[config.mk]
export PLATFORM = sky130hd
export DESIGN_NAME = reggp_wb
export DESIGN_NICKNAME = d
export VERILOG_FILES = /design/src/rtl/reggp_wb.sv
export SDC_FILE = /design/constraint.sdc
export NUM_CORES = 1
export LEC_CHECK = 0
export CORE_UTILIZATION = 35
export DETAILED_ROUTE_END_ITERATION = 10
export PLACE_DENSITY = 0.61
export SLEW_MARGIN = 20
export SYNTH_ARGS = -nofsm -noshare
export SYNTH_HDL_FRONTEND = slang
export SYNTH_SLANG_ARGS = --single-unit
[constraint.sdc]
create_clock -name iw_clk -period 2.15 [get_ports iw_clk]
set_input_delay 0.43 -clock iw_clk [delete_from_list [all_inputs] [get_ports iw_clk]]
set_output_delay 0.43 -clock iw_clk [all_outputs]
set_load 0.01 [all_outputs]
[src/rtl/reggp_wb.sv]
// Writeback merge stage feeding the GP register file write port: execute results
// go straight through, load results queue in a small FIFO, one registered write per cycle.
module reggp_wb #(
    parameter int DATA_W     = 24,
    parameter int TGT_W      = 4,
    parameter int DEPTH      = 4,
    parameter int STARVE_MAX = 4
) (
    input  logic              iw_clk,
    input  logic              iw_rst_n,
    input  logic              iw_exe_valid,
    output logic              ow_exe_ready,
    input  logic [TGT_W-1:0]  iw_exe_tgt,
    input  logic [DATA_W-1:0] iw_exe_data,
    input  logic              iw_ld_valid,
    output logic              ow_ld_ready,
    input  logic [TGT_W-1:0]  iw_ld_tgt,
    input  logic [DATA_W-1:0] iw_ld_data,
    output logic              ow_write_enable,
    output logic [TGT_W-1:0]  ow_write_addr,
    output logic [DATA_W-1:0] ow_write_data,
    input  logic [TGT_W-1:0]  iw_read_addr1,
    input  logic [TGT_W-1:0]  iw_read_addr2,
    output logic              ow_fwd_valid1,
    output logic              ow_fwd_valid2,
    output logic [DATA_W-1:0] ow_fwd_data1,
    output logic [DATA_W-1:0] ow_fwd_data2,
    output logic              ow_pending1,
    output logic              ow_pending2
);

    localparam int AW = $clog2(DEPTH);
    localparam int SW = $clog2(STARVE_MAX + 1);

    // Handshake: a transfer happens on a rising edge where valid && ready are both 1;
    // both ready outputs come from registered state only, never from valid.

    logic [TGT_W-1:0]  fifo_tgt  [DEPTH];
    logic [DATA_W-1:0] fifo_data [DEPTH];
    logic [AW-1:0]     rd_ptr;
    logic [AW-1:0]     wr_ptr;
    logic [AW:0]       count;
    logic [SW-1:0]     starve;

    logic              fifo_empty;
    logic              fifo_full;
    logic              exe_fire;
    logic              ld_fire;
    logic              pop;

    logic [AW-1:0]     slot_off   [DEPTH];
    logic [DEPTH-1:0]  slot_valid;
    logic              pend1;
    logic              pend2;

    assign fifo_empty   = (count == '0);
    assign fifo_full    = (count == (AW+1)'(DEPTH));
    assign ow_ld_ready  = !fifo_full;
    assign ow_exe_ready = !((starve == SW'(STARVE_MAX)) && !fifo_empty);

    assign exe_fire = iw_exe_valid && ow_exe_ready;
    assign ld_fire  = iw_ld_valid && ow_ld_ready;
    // Execute always wins when it fires; the FIFO drains only in cycles exe leaves idle.
    assign pop      = !exe_fire && !fifo_empty;

    // A slot is live when its distance from the head is below the occupancy.
    always_comb begin
        for (int i = 0; i < DEPTH; i++) begin
            slot_off[i]   = AW'(i) - rd_ptr;
            slot_valid[i] = ({1'b0, slot_off[i]} < count);
        end
    end

    always_comb begin
        pend1 = 1'b0;
        pend2 = 1'b0;
        for (int i = 0; i < DEPTH; i++) begin
            if (slot_valid[i] && (fifo_tgt[i] == iw_read_addr1)) begin
                pend1 = 1'b1;
            end
            if (slot_valid[i] && (fifo_tgt[i] == iw_read_addr2)) begin
                pend2 = 1'b1;
            end
        end
    end

    assign ow_pending1 = pend1;
    assign ow_pending2 = pend2;

    always_ff @(posedge iw_clk) begin
        if (ld_fire) begin
            fifo_tgt[wr_ptr]  <= iw_ld_tgt;
            fifo_data[wr_ptr] <= iw_ld_data;
        end
    end

    always_ff @(posedge iw_clk) begin
        if (!iw_rst_n) begin
            rd_ptr <= '0;
            wr_ptr <= '0;
            count  <= '0;
        end else begin
            if (ld_fire) begin
                wr_ptr <= wr_ptr + AW'(1);
            end
            if (pop) begin
                rd_ptr <= rd_ptr + AW'(1);
            end
            case ({ld_fire, pop})
                2'b10:   count <= count + (AW+1)'(1);
                2'b01:   count <= count - (AW+1)'(1);
                default: count <= count;
            endcase
        end
    end

    // Counts consecutive exe wins over a waiting load; saturates to force a pop.
    always_ff @(posedge iw_clk) begin
        if (!iw_rst_n) begin
            starve <= '0;
        end else if (fifo_empty || pop) begin
            starve <= '0;
        end else if (exe_fire && (starve != SW'(STARVE_MAX))) begin
            starve <= starve + SW'(1);
        end
    end

    always_ff @(posedge iw_clk) begin
        if (!iw_rst_n) begin
            ow_write_enable <= 1'b0;
            ow_write_addr   <= '0;
            ow_write_data   <= '0;
        end else if (exe_fire) begin
            ow_write_enable <= 1'b1;
            ow_write_addr   <= iw_exe_tgt;
            ow_write_data   <= iw_exe_data;
        end else if (pop) begin
            ow_write_enable <= 1'b1;
            ow_write_addr   <= fifo_tgt[rd_ptr];
            ow_write_data   <= fifo_data[rd_ptr];
        end else begin
            ow_write_enable <= 1'b0;
        end
    end

    assign ow_fwd_valid1 = ow_write_enable && (ow_write_addr == iw_read_addr1);
    assign ow_fwd_valid2 = ow_write_enable && (ow_write_addr == iw_read_addr2);
    assign ow_fwd_data1  = ow_write_data;
    assign ow_fwd_data2  = ow_write_data;

endmodule

==> results.cfg <==
[outcome]
outcome = finished, violations left
violations = negative setup slack

[flow_run]
drv_cap = 0

[timing]
setup_viol = 3
skew_ns = 0.00705
rsz0062_at_grt = yes
drv_slew = 0
fmax_mhz = 431
period_needed_ns = 2.32
hold_viol_final = 0
relSlewSlack_pct = 71.9
period_share_pct = 108
tightest_slew_ns = 0.422
worst_slack_ns = -0.169

[synthesis]
yosys.area.top_type = edfxtp_1
syn_nets = 520
netlist_instances = 440
synth_edf_count = 112
ys_top_cells_by_count = edfxtp_1 (112), buf_4 (52), dfxtp_1 (41)
ys_top_cells_by_area = edfxtp_1 (49%), dfxtp_1 (12%), mux4_2 (9.2%)
ys_ff_latch = 153
synthesis.area_um2 = 6820
synth.distinct_cells = 41
synth_most_common_cell = edfxtp_1
synth-async-reset-ratio_pct = 0
seq_area_frac_synth_pct = 61.4
synth_top_area_share_pct = 49.3
yosys_warnings = 0
avgSynthCellArea_um2 = 15.5
synth_flop_cell = edfxtp_1

[clocking]
clock_latency_ns = 0.41
clock_path_buffers = 2
cts_root_buf = clkbuf_16
htree_levels = 4
numCtsBuffers = 17
cts_sinks = 153
cts_tree = yes
post-cts-setup-buffer-count = 0
path_clk_slew_ns = 0.06
cts_hold_buffers = 0

[floorplan]
core_um2 = 18900
rows = 50
initial_core_util_pct = 36.1
die_h_um = 142
die-area_um2 = 20000
io_pins = 151
fp.dieW_um = 142

[setup_path]
cp-start-kind = register
critPathMaxFanout = 3
crit_type = reg2out
worstPathRequired_ns = 1.72
end_kind = output port
crit_arrival_ns = 1.89

[min_path]
min_path_type = reg2reg

[finish]
fin_cells = 863
antenna_cells = 0
nNetsFinal = 670
drive_above_1_share_pct = 23.7
final_core_util_pct = 48.7
area_growth_syn_to_layout_pct = 34.9

[pwr]
powerDensity_nw_per_um2 = 1110
power_mw = 10.2
peakVddDrop_mv = 0.563
leakagePower_nw = 3.24

[global_route]
top_usage_layer = met2
grt_pass1_wl_mm = 23.5
grt_max_degree = 29
grtUsageTotal_pct = 15.9
grt_pass1_vias = 4240
grt_overflow = 0
grtUsageMet1_pct = 18.7
met2_usage_pct = 28.1
antenna_found_initial = 0
met3_usage_pct = 4.52

[routing]
drt_iter0_markers = 162
num_vias = 4030
wire_per_inst_um = 17.6
antenna_left = 0
via_per_inst = 4.67
finalWirelength_mm = 15.2
first_pass_iters = 6
drc = 0

[place]
dp.cells = 831
gp_congestion = 0.847
dp.final_hpwl_mm = 10.5
io_buffers = 150
-- path summary, 6_finish.rpt --
| check | start | to | slack [ns] | cells past startpoint |
|---|---|---|---|---|
| setup reg to reg | count[1] | count[2] | -0.08 | 10 |
| setup / recovery | rd_ptr[1] | ow_pending2 | -0.17 | 7 |
| hold reg to reg | wr_ptr[1] | wr_ptr[1] | 0.52 | 2 |
| hold / removal | wr_ptr[1] | wr_ptr[1] | 0.52 | 2 |
-- area by class of cell --
class / instances / area, um^2
Fill cell: 1654 / 9690
Timing Repair Buffer: 202 / 1910
Sequential cell: 153 / 4190
Clock buffer: 19 / 433
Inverter: 11 / 46.3
Clock inverter: 13 / 140
Multi-Input combinational cell: 205 / 2160
Tap cell: 260 / 325
-- worst max-delay path, cell delays in order (launching register included) --
cell and delay (ns):
dfxtp_2 0.34, xnor2_2 0.14, buf_4 0.13, ha_1 0.26
a21oi_1 0.13, nor2_1 0.09, o211ai_1 0.21, buf_2 0.17
-- report_power, final --
group | leakage (nW) | internal (mW) | switching [mW]
clock | 0.273 | 1.72 | 1.16
sequential | 1.37 | 3.60 | 0.267
combinational | 1.60 | 1.98 | 1.47
total | 3.24 | 7.31 | 2.90
-- through the flow --
stage / setup slack (ns) / TNS (ns) / area, um^2 / hold WS [ns]
after detailed placement: -0.590 / -2.42 / 8570 / 0.517
after global routing: -0.263 / -0.660 / 9200 / 0.543
after floorplan: 0.0175 / 0 / 6830 / 0.476
after global placement: -0.583 / -2.32 / 8570 / 0.490
final: -0.169 / -0.387 / 9200 / 0.519
after CTS: -0.195 / -0.445 / 9190 / 0.531
-- placed cells by master, fill, tap and decap left out, drive strengths merged, types with 2 or more instances in the layout --
| cell | netlist | final |
|---|---|---|
| and2 | 10 | 10 |
| xor2 | 32 | 32 |
| clkdlybuf4s50 | 0 | 136 |
| and2b | 8 | 8 |
| and3 | 5 | 5 |
| nand3 | 4 | 4 |
| a221o | 28 | 28 |
| bufinv | 0 | 2 |
| o21ai | 4 | 4 |
| dfxtp | 41 | 41 |
| or3 | 2 | 2 |
| nand4 | 2 | 2 |
| inv | 11 | 16 |
| a22oi | 2 | 2 |
| nand2 | 7 | 7 |
| buf | 61 | 54 |
| nor2 | 3 | 3 |
| a21oi | 3 | 3 |
| clkdlybuf4s15 | 0 | 2 |
| edfxtp | 112 | 112 |
| dlygate4sd2 | 0 | 9 |
| a21boi | 3 | 3 |
| clkinvlp | 0 | 3 |
| xnor2 | 14 | 14 |
| clkbuf | 10 | 20 |
| nor4 | 8 | 8 |
| nor2b | 21 | 21 |
| mux4 | 28 | 28 |
| clkinv | 0 | 3 |
| ha | 11 | 11 |
| o211ai | 2 | 2 |
-- sequential cells by signal (all words and copies together) (netlist names), named ones only --
name and count:
ow_write_enable 1, starve 3, fifo_data 96, ow_write_addr 4, count 3, rd_ptr 2, fifo_tgt 16, ow_fwd_data1 24
wr_ptr 2
-- layer usage --
metal | up-vias | routed length (um) | part of all wire, %
met2 | 104 | 7880 | 52
li1 | 1912 | - | -
met3 | 7 | 725 | 4.8
met4 | 0 | 137 | 0.90
met5 | - | 0 | 0
met1 | 2007 | 6410 | 42
-- logic make-up (layout without fill, tap and decap cells) --
logic type / count (synthesis) / count (layout) / share of synthesized area [%]
XOR/XNOR: 46 / 46 / 5.91
AND/OR/NAND/NOR: 73 / 73 / 6.99
flip-flops: 153 / 153 / 61.4
multiplexers: 29 / 29 / 9.40
AO/OA/AOI/OAI: 45 / 45 / 5.74
adder cells (fa/ha/maj): 12 / 12 / 2.31
buffers and inverters: 82 / 245 / 8.28
-- timing repair --
action / 4_1_cts / 5_1_grt
setup endpoints to repair: 7 / 4
pin swaps: 8 / 5
endpoints found under the hold margin: 0 / 0
cloned: 0 / 0
gates resized for setup: 42 / 5
(Power assumes the default switching activity.)
